### src/rtl/operand_entry.sv
// Calculator operand entry: turns decoded keys into two signed decimal operands plus an operator.
// Requests a computation on '=' and feeds the display stage with the operand being typed or the result.
module operand_entry #(
  parameter int MAX_DIGITS = 5,
  parameter int WIDTH      = 16
) (
  input  logic             clk,
  input  logic             RST,
  input  logic             KeyRdy,
  output logic             KeyRd,
  input  logic [3:0]       keypad_input,
  input  logic [2:0]       operator_input,
  input  logic             equal_input,
  output logic             calc_req,
  input  logic             calc_ack,
  input  logic [WIDTH-1:0] calc_result,
  output logic [WIDTH-1:0] operand_a,
  output logic [WIDTH-1:0] operand_b,
  output logic [2:0]       op_code,
  output logic [WIDTH-1:0] display_value,
  output logic             entry_err
);
  localparam int            CW      = $clog2(MAX_DIGITS + 1);
  localparam logic [CW-1:0] CNT_MAX = CW'(MAX_DIGITS);
  localparam logic [19:0]   MAG_MAX = 20'((1 << (WIDTH - 1)) - 1);
  localparam logic [2:0]    OP_SUB  = 3'b010;

  typedef enum logic [1:0] {ENTER_A, ENTER_B, CALC, RESULT} state_t;

  state_t           state;
  logic [WIDTH-1:0] mag_a, mag_b;
  logic             neg_a, neg_b;
  logic [CW-1:0]    cnt_a, cnt_b;

  logic             accept, k_eq, k_op, k_dig, op_valid;
  logic [19:0]      nxt_mag_a, nxt_mag_b;
  logic [WIDTH-1:0] new_a, new_b;
  logic             dig_ok_a, dig_ok_b;

  function automatic logic [WIDTH-1:0] sval(input logic neg, input logic [WIDTH-1:0] m);
    return neg ? -m : m;
  endfunction

  // Key classes in priority order: '=' beats any operator code, which beats a digit.
  assign accept   = KeyRdy && !KeyRd && (state != CALC);
  assign k_eq     = equal_input;
  assign k_op     = !equal_input && (operator_input != 3'd0);
  assign op_valid = k_op && (operator_input <= 3'd4);
  assign k_dig    = !equal_input && (operator_input == 3'd0) && (keypad_input <= 4'd9);

  assign nxt_mag_a = 20'(mag_a) * 20'd10 + 20'(keypad_input);
  assign nxt_mag_b = 20'(mag_b) * 20'd10 + 20'(keypad_input);
  assign new_a     = nxt_mag_a[WIDTH-1:0];
  assign new_b     = nxt_mag_b[WIDTH-1:0];
  assign dig_ok_a  = (cnt_a != CNT_MAX) && (nxt_mag_a <= MAG_MAX);
  assign dig_ok_b  = (cnt_b != CNT_MAX) && (nxt_mag_b <= MAG_MAX);

  always_ff @(posedge clk) begin
    if (RST) begin
      state     <= ENTER_A;
      KeyRd     <= 1'b0;
      calc_req  <= 1'b0;
      operand_a <= '0;
      operand_b <= '0;
      op_code   <= '0;
      entry_err <= 1'b0;
      mag_a     <= '0;
      mag_b     <= '0;
      neg_a     <= 1'b0;
      neg_b     <= 1'b0;
      cnt_a     <= '0;
      cnt_b     <= '0;
    end else begin
      KeyRd <= accept;
      if (state == CALC && calc_ack) begin
        operand_a <= calc_result;
        calc_req  <= 1'b0;
        state     <= RESULT;
      end
      if (accept) begin
        case (state)
          ENTER_A: begin
            if (op_valid) begin
              if (operator_input == OP_SUB && cnt_a == '0 && !neg_a) begin
                neg_a     <= 1'b1;
                entry_err <= 1'b0;
              end else if (cnt_a != '0) begin
                op_code   <= operator_input;
                mag_b     <= '0;
                neg_b     <= 1'b0;
                cnt_b     <= '0;
                operand_b <= '0;
                state     <= ENTER_B;
              end
            end else if (k_dig) begin
              if (dig_ok_a) begin
                mag_a     <= new_a;
                operand_a <= sval(neg_a, new_a);
                cnt_a     <= cnt_a + CW'(1);
                if (cnt_a == '0) entry_err <= 1'b0;
              end else begin
                entry_err <= 1'b1;
              end
            end
          end
          ENTER_B: begin
            if (op_valid) begin
              // With no B digits yet, '-' is a sign unless the pending operator is already subtract.
              if (cnt_b == '0) begin
                if (operator_input == OP_SUB && op_code != OP_SUB && !neg_b) begin
                  neg_b     <= 1'b1;
                  entry_err <= 1'b0;
                end else begin
                  op_code <= operator_input;
                end
              end
            end else if (k_dig) begin
              if (dig_ok_b) begin
                mag_b     <= new_b;
                operand_b <= sval(neg_b, new_b);
                cnt_b     <= cnt_b + CW'(1);
                if (cnt_b == '0) entry_err <= 1'b0;
              end else begin
                entry_err <= 1'b1;
              end
            end else if (k_eq && cnt_b != '0) begin
              calc_req <= 1'b1;
              state    <= CALC;
            end
          end
          RESULT: begin
            if (op_valid) begin
              op_code   <= operator_input;
              mag_b     <= '0;
              neg_b     <= 1'b0;
              cnt_b     <= '0;
              operand_b <= '0;
              state     <= ENTER_B;
            end else if (k_dig) begin
              mag_a     <= WIDTH'(keypad_input);
              operand_a <= WIDTH'(keypad_input);
              neg_a     <= 1'b0;
              cnt_a     <= CW'(1);
              entry_err <= 1'b0;
              state     <= ENTER_A;
            end
          end
          default: ;
        endcase
      end
    end
  end

  always_comb begin
    display_value = operand_a;
    if (state == ENTER_B && (cnt_b != '0 || neg_b)) display_value = operand_b;
  end

endmodule

### config.mk
export PLATFORM = sky130hd
export DESIGN_NAME = operand_entry
export DESIGN_NICKNAME = d
export VERILOG_FILES = /design/src/rtl/operand_entry.sv
export SDC_FILE = /design/constraint.sdc
export NUM_CORES = 1
export LEC_CHECK = 0
export BUFFER_PORTS_ARGS = -buffer_cell sky130_fd_sc_hd__buf_2
export CORE_ASPECT_RATIO = 1.4
export CORE_MARGIN = 2
export CORE_UTILIZATION = 55
export DETAILED_ROUTE_END_ITERATION = 12
export GPL_ROUTABILITY_DRIVEN = 1
export HOLD_SLACK_MARGIN = 0.03
export PLACE_DENSITY = 0.76
export SYNTH_ARGS = -nofsm -noshare
export SYNTH_HDL_FRONTEND = slang
export SYNTH_SLANG_ARGS = --single-unit
### constraint.sdc
create_clock -name clk -period 4.95 [get_ports clk]
set_input_delay 0.99 -clock clk [delete_from_list [all_inputs] [get_ports clk]]
set_output_delay 0.99 -clock clk [all_outputs]
set_load 0.02 [all_outputs]
======== Yosys cells after proc, flatten, opt, wreduce, memory -nomap -nowiden ========
Index checks and enable logic that the tools add are counted.
word-level totals
  register bits after elaboration ......... 80
  latch bits .............................. 0
  bits in writable memories ............... 0
  bits in read-only memories .............. 0
  input port bits ......................... 28
  output and inout port bits .............. 54
  memories kept ........................... 0
cells by class
  $add $sub $neg .......................... 6
  multipliers ............................. 2
  divide/modulo/power cells ............... 0
  $lt $le $gt $ge ......................... 4
  eq/ne operators ......................... 32
  shift-type cells ........................ 0
  mux-type cells .......................... 93
  bitwise operators ....................... 0
  reduce and logical (&&, ||, !) cells .... 35
operators by type and width
  operator               number
  $mux 16                25
  $pmux 16 s3            2
  $pmux 16 s2            2
  $mux 3                 19
  $add 20x4->20          2
  $le 20x15->1 const B   2
  $mul 16x3->19 const B  2
  $ne 2x2->1 const B     18
  $neg 16->16            2
  $mux 1                 28
  $reduce_and 9->1       3
  $ne 3x3->1 const B     8
  $mux 2                 10
  $pmux 3 s3             2
  $logic_and 1x1->1      15
  $reduce_bool 3->1      4
  $reduce_and 11->1      1
  $logic_not 3->1        3
  $reduce_and 7->1       1
  $add 3x1->3 const B    2
  $pmux 1 s3             2
  $pmux 2 s3             1
  $pmux 3 s2             1
  $reduce_and 6->1       1
  12 further kinds       16

======== Depth between registers and ports, before layout ========
Gate-level depths: netlist (run 1).
  depth after elaboration ................. 9
  mapped depth ............................ 16

======== Worst setup path after synthesis (run 1) ========
Ideal clock, no wire load.
  path kind ............................... reg-to-reg
  from .................................... reg mag_a[1]
  to ...................................... reg mag_a[3]
  data arrival time ....................... 4.069 ns
  data required time ...................... 4.827 ns
  path slack .............................. 0.757 ns
  cell stages (with the launch flop) ...... 14
  period minus slack after synthesis ...... 4.193 ns
  cell sequence ........................... dfxtp_1 > ha_1 > ha_1 > fa_1 > a211oi_4 > o31ai_2 > o311a_4 > o211a_1 > o21a_1 > or4b_4 > mux2i_4 > nand2_2 > o21ai_4 > mux2_1
on the way
  cells in the longest elaborated chain, start to end .. 6
RTL lines
  element                                                                  RTL line  RTL
  start: declaration                                                       31        logic [WIDTH-1:0] mag_a, mag_b;
  start signal: assignment                                                 97        mag_a <= new_a;
  start signal: assignment                                                 140       mag_a <= WIDTH'(keypad_input);
  $mul 16x3->19 *                                                          51        assign nxt_mag_a = 20'(mag_a) * 20'd10 + 20'(keypad_input);
  $add 20x4->20 *                                                          51
  $le 20x15->1 / $mux 16 (equally long branches)                           55, 96
  $logic_and 1x1->1 / $mux 16 (equally long branches)                      55, 95
  $ne 2x2->1 (no source line) / $mux 16 (equally long branches)            --
  $reduce_and 7->1 (no source line) / $pmux 16 s2 (equally long branches)  --
Every way passes the cells marked *; elsewhere a longest branch is shown, timed or not. The select of a mux whose other input is x is not followed.
A chain may end at the register's enable or synchronous reset.

======== Final worst setup path (run 1) ========
  from .................................... reg mag_a[1]
  to ...................................... reg mag_a[9]
The elaborated chain is that of the path after synthesis.

==> out/results.ini, run 1 <==
[synthesis]
syn_area_per_cell_um2 = 8.26
synthTopCellsByArea = dfxtp_1, ha_1, mux2i_1, xnor2_1, nand2_1
yosysMostFrequentCell = nand2_1
netlist_area_um2 = 7480
ys_warn_count = 0
yosys-top-cells-count = nand2_1, dfxtp_1, ha_1
synth_cell_types = 80
synthArstFlopShare_pct = 0
synth-seq-area-share_pct = 21.1
synth.top_cell.area_share_pct = 21.1
ys_ff_latch = 79
synth_nets = 1012
synth-main-ff-cell = dfxtp_1
post-synth-top-area-cell = dfxtp_1
syn_inst = 906
synth_edf_count = 0

[floorplan]
ios = 82
coreArea_um2 = 13300
die_area_um2 = 14600
start_util_pct = 56.1
die_height_um = 142
num_rows = 50
chipWidth_um = 103

[flow_run]
maxCapViolations = 0

[global_route]
grt_max_degree = 56
antenna_found_initial = 0
grt_use_total_pct = 26.9
grt_pass1_vias = 6612
grt_overflow = 0
grt_pass1_wl_mm = 31.3

[clocking]
cts_resized = 0
cts_tree = yes
htreeDepth = 3
postCtsSetupBuffers = 0
clockBufferDepth = 2
cts_root_buffer = clkbuf_16
cts_num_sinks = 79
holdBufCountCts = 0
path_clk_slew_ns = 0.06
cts-buffers-inserted = 9
clk_latency_ns = 0.35

[setup_path]
critPathMaxFanout = 16
end_kind = flop
r2r-start = mag_a[1]
rrSetupSlack_ns = 0.52
crit_type = flop to flop
cp.arrival_ns = 4.70
startpoint_type = flop
critPathLaunch = mag_a[1]
required_ns = 5.23
crit_end = mag_a[9]
rr_endpoint = mag_a[9]
r2r_cells = 14

[final_layout]
antenna_cells = 0
area.growth.synth_to_final_pct = 11.4
drive_gt1_share_pct = 16.2
utilization_pct = 62.5
finalNetCount = 1066

[sta]
worst_pin_slew_ns = 1.03
tns_ns = 0
min_period_ns = 4.43
whs_ns = 0.489
min_period_over_period_pct = 89.4
setup_violations = 0
max_freq_mhz = 226
slew_headroom_pct = 31.4
fin_worst_skew_ns = 0.00513
hold_viol = 0
drv_slew = 0
grt_setup_unrepaired = no

[power_and_ir_drop]
power_density_nw_per_um2 = 188
ir_drop_mv = 0.163
p_leak_nw = 3.85
totalPowerFinal_mw = 1.56

[drt]
ant_nets = 0
remaining_drc_errors = 0
vias = 6838
via_per_inst = 5.97
wl_mm = 19.3
wl_per_cell_um = 16.8
drt-initial-drc-count = 447
drt_pass1_iterations = 5

[placed_design]
place.gp.congestion = 0.890
dpl.hpwl_mm = 14.7
port-buffer-count = 81

[min_path]
hold_class = flop to flop
holdPathStages = 2

[outcome]
outcome = finished, final reports clean

[per-stage QoR]
| stage | cells | setup WS, ns | instance area [µm²] |
|---|---|---|---|
| final | 1146 | 0.525 | 8330 |
| after global routing | 1146 | 0.243 | 8330 |
| after CTS | 1146 | 0.497 | 8330 |
| after detailed placement | 1131 | 0.377 | 7990 |
| after global placement | 1131 | 0.429 | 7990 |
| after floorplan | 906 | 0.757 | 7480 |
[worst max-delay path, cell delays in order (launching register included)]
cell      delay, ns
dfxtp_1        0.41
ha_1           0.26
ha_1           0.23
fa_1           0.45
a211oi_4       0.34
o31ai_2        0.17
o311a_4        0.35
o211a_1        0.23
o21a_1         0.20
or4b_4         0.54
mux2i_4        0.27
nand2_2        0.16
o21ai_4        0.20
buf_4          0.31
mux2i_1        0.22
[report_power, final]
part	leakage [nW]	switching [mW]	internal (mW)
clock network	0.165	0.283	0.505
registers	0.637	0.00855	0.640
logic	3.05	0.0793	0.0469
total	3.85	0.371	1.19
[sequential cells by signal, summed over array words and instances (netlist names)]
register,count
state,2
mag_b,15
mag_a,16
KeyRd,1
operand_a,16
neg_a,1
entry_err,1
neg_b,1
cnt_a,3
operand_b,16
op_code,3
cnt_b,3
calc_req,1
[metal layers]
layer / part of all wire [%] / track usage (%)
met1: 41 / 29.7
met2: 55 / 51.6
met5: 0 / 0
met3: 2.6 / 2.26
met4: 2.1 / 10.2
[worst min-delay path by stage]
stage                        start        to  slack (ns)
after floorplan           cnt_a[1]  cnt_a[1]        0.45
after global placement    cnt_a[1]  cnt_a[1]        0.46
after detailed placement  mag_a[8]  mag_a[8]        0.48
after CTS                 calc_req  calc_req        0.49
after global routing      calc_req  calc_req        0.50
final                     calc_req  calc_req        0.49
[cell families after synthesis]
logic type / synth area share (%)
and+or+nand+nor: 23.1
AOI/OAI and AO/OA: 19.0
muxes: 12.3
DFF: 21.1
adders and majority gates: 13.4
xor gates and xnor gates: 7.49
buffers and inverters: 3.56
[cell type report]
class                   instances  area (µm²)
multi-input cells             764        5650
inverters                      20        75.1
clock inverters                 5         106
repair buffers                 86         455
fillers                      1205        4990
well taps                     182         228
flip-flops and latches         79        1580
clock buffers                  10         239
[cells in the final DEF (no fill, tap or decap), drive strengths merged, types with 9 or more instances in the layout]
master,synthesis,final
inv,19,19
xnor2,44,44
and2,28,28
xor2,20,20
and3,9,9
buf,10,86
ha,74,74
nor4,11,11
mux2,29,29
nand4,13,13
nand3,22,22
nor3b,11,11
dfxtp,79,79
o22ai,11,11
mux2i,58,58
a211oi,16,16
a21o,17,17
nor2b,13,13
o31ai,9,9
nand2b,23,23
a21oi,46,46
o21ai,40,40
nand2,89,89
nor2,67,67
nor3,20,20
clkbuf,33,10
Power figures use the tool's default switching activity.
==> run 2: changes to the inputs <==
--- a/config.mk
+++ b/config.mk
@@ -11,8 +11,10 @@
 export CORE_UTILIZATION = 55
 export DETAILED_ROUTE_END_ITERATION = 12
 export GPL_ROUTABILITY_DRIVEN = 1
+export GPL_TIMING_DRIVEN = 0
 export HOLD_SLACK_MARGIN = 0.03
 export PLACE_DENSITY = 0.76
+export SLEW_MARGIN = 0
 export SYNTH_ARGS = -nofsm -noshare
 export SYNTH_HDL_FRONTEND = slang
 export SYNTH_SLANG_ARGS = --single-unit
==> constraint.sdc (replaced) <==
create_clock -name clk -period 5.59 [get_ports clk]
set_input_delay 1.118 -clock clk [delete_from_list [all_inputs] [get_ports clk]]
set_output_delay 1.118 -clock clk [all_outputs]
set_load 0.02 [all_outputs]
==> out/results.ini, run 2 (synthesis gave the netlist of run 1 again) <==
[setup_path]
max_stage_delay_ns = 0.50  ; -0.04 ns
rrSetupSlack_ns = 0.79  ; +0.27 ns
crit_top_cell = ha_1
crit_cells = 14  ; unchanged
required_ns = 5.80  ; +0.57 ns
r2r_cells = 14  ; unchanged
path_buf_inv = 1  ; unchanged
crit_slowest_cell = a211oi_1
cp_top_family = compound AO/OA/AOI/OAI gates
crit_chain = ha_1, ha_1, fa_1, a211oi_1, o21ai_1, a41oi_1, xor2_1, nor4_1, nand4_1, a21o_1, a21boi_1, buf_2, mux2i_1, nor2_1
rr_endpoint = operand_b[2]
startpoint_type = flop
cp.arrival_ns = 5.01  ; +0.31 ns
crit_type = flop to flop
critPathMaxFanout = 10  ; -6
critPathLaunch = mag_b[1]
end_kind = flop
crit_end = operand_b[2]
r2r-start = mag_b[1]

[clocking]
holdBufCountCts = 0  ; unchanged
cts_resized = 0  ; unchanged
clockBufferDepth = 2  ; unchanged
cts-buffers-inserted = 9  ; unchanged
cts_num_sinks = 79  ; unchanged
htreeDepth = 3  ; unchanged
path_clk_slew_ns = 0.06  ; about the same
cts_tree = yes
cts_root_buffer = clkbuf_16
postCtsSetupBuffers = 0  ; unchanged
clk_latency_ns = 0.34  ; about the same

[final_layout]
drive_gt1_share_pct = 15.6  ; -0.60 points
antenna_cells = 0  ; unchanged
finalNetCount = 1103  ; +3.5%
layout_commonest_cell = nand2_1
area.growth.synth_to_final_pct = 12.4
reg_top3 = mag_a x16, operand_a x16, operand_b x16
layout_common_cells = nand2_1, buf_2, dfxtp_1
finalInstanceArea_um2 = 8410  ; +0.90%

[floorplan]
chipWidth_um = 103  ; unchanged
start_util_pct = 56.1  ; unchanged
die_height_um = 142  ; unchanged
coreArea_um2 = 13300  ; unchanged
ios = 82  ; unchanged
die_area_um2 = 14600  ; unchanged
num_rows = 50  ; unchanged

[power_and_ir_drop]
ir_drop_mv = 0.125  ; -23%
pwr-share-seq_pct = 43.7  ; +2.2 points
p_int_mw = 0.978  ; -18%
totalPowerFinal_mw = 1.30  ; -17%
switching_share_pct = 24.9  ; +1.1 points
p_leak_nw = 3.89  ; +0.92%
clkPwrFrac_pct = 46.8  ; -3.6 points
power_density_nw_per_um2 = 155  ; -17%
p_comb_share_pct = 9.5  ; +1.4 points
p_sw_mw = 0.324  ; -13%

[drt]
vias = 7035  ; +2.9%
wl_mm = 20.9  ; +8.7%
remaining_drc_errors = 0  ; unchanged
drt-initial-drc-count = 396  ; -11%
wl_per_cell_um = 17.7  ; +5.3%
via_per_inst = 5.95  ; -0.34%
drt_pass1_iterations = 6  ; +1
ant_nets = 0  ; unchanged

[outcome]
outcome = finished, final reports clean

[placed_design]
place.gp.congestion = 0.963  ; +8.2%
port-buffer-count = 80  ; -1.2%
post_dp_cell_area_um2 = 8110  ; +1.5%
dpl.hpwl_mm = 16.7  ; +14%

[sta]
grt_setup_unrepaired = no
hold_viol = 0  ; unchanged
slew_headroom_pct = 28.3  ; -3.1 points
fin_worst_skew_ns = 0.00588  ; +0.000751 ns
max_freq_mhz = 208  ; -7.8%
min_period_over_period_pct = 85.8  ; -3.6 points
worst_pin_slew_ns = 1.07  ; +0.0415 ns
drv_slew = 0  ; unchanged
setup_violations = 0  ; unchanged
min_period_ns = 4.80  ; +0.373 ns
tns_ns = 0  ; unchanged

[flow_run]
maxCapViolations = 0  ; unchanged

[global_route]
grt_overflow = 0  ; unchanged
grt_pass1_wl_mm = 34.4  ; +9.8%
grt_use_total_pct = 29.7  ; +2.9 points
grt_max_degree = 13  ; -77%
antenna_found_initial = 0  ; unchanged
grt_pass1_vias = 6887  ; +4.2%

[min_path]
holdPathStages = 2  ; unchanged
hold_class = flop to flop

## run 2: cell count changes in the layout (fill, tap and decap cells not counted), moves of 2 or more
cell,change
buf_1,+2
buf_4,-3
bufinv_16,-2
buf_2,+4
clkbuf_1,+33
## run 2: cell type report
class | instances | area (µm²)
Buffer | 43 | 191
Timing Repair Buffer | 80 | 400
Sequential cell | 79 | 1580
Tap cell | 182 | 228
Clock buffer | 12 | 256
Inverter | 20 | 75.1
Fill cell | 1224 | 4920
Clock inverter | 3 | 42.5
Multi-Input combinational cell | 764 | 5630
## run 2: worst min-delay path by stage
| stage | slack (ns) | endpoint | from |
|---|---|---|---|
| after floorplan | 0.45 | cnt_a[1] | cnt_a[1] |
| after global placement | 0.46 | cnt_a[1] | cnt_a[1] |
| after detailed placement | 0.47 | calc_req | calc_req |
| after CTS | 0.48 | calc_req | calc_req |
| after global routing | 0.50 | cnt_a[1] | cnt_a[1] |
| final | 0.48 | calc_req | calc_req |
## run 2: metrics by stage
step,hold slack [ns],utilization (%),worst slack [ns],instances
final,0.481,63.1,0.792,1183
after global routing,0.495,63.1,0.488,1183
after CTS,0.478,63.1,0.844,1183
after detailed placement,0.469,60.8,0.838,1168
after global placement,0.464,60.8,0.868,1168
after floorplan,0.451,-,1.29,906
## run 2: power by group through the flow
stage / registers, mW / clock network, mW / logic (mW)
2_1_floorplan: 0.584 / 0 / 0.0776
3_3_place_gp: 0.581 / 0 / 0.120
3_5_place_dp: 0.582 / 0 / 0.122
4_1_cts: 0.569 / 0.613 / 0.123
5_1_grt: 0.569 / 0.641 / 0.136
6_report: 0.569 / 0.609 / 0.124
## run 2: routing by layer
layer	vias up	track usage, %	share of wire (%)
met3	55	3.88	4.0
li1	3477	-	-
met4	0	12.4	3.4
met2	188	55.9	55
met5	-	0	0
met1	3315	32.5	38
## run 2: worst register-to-register path: stages (launching register included)
cell      delay (ns)
dfxtp_1         0.42
ha_1            0.27
ha_1            0.24
fa_1            0.46
a211oi_1        0.51
o21ai_1         0.20
a41oi_1         0.36
xor2_1          0.16
nor4_1          0.47
nand4_1         0.21
a21o_1          0.29
a21boi_1        0.36
buf_2           0.43
mux2i_1         0.23
nor2_1          0.06
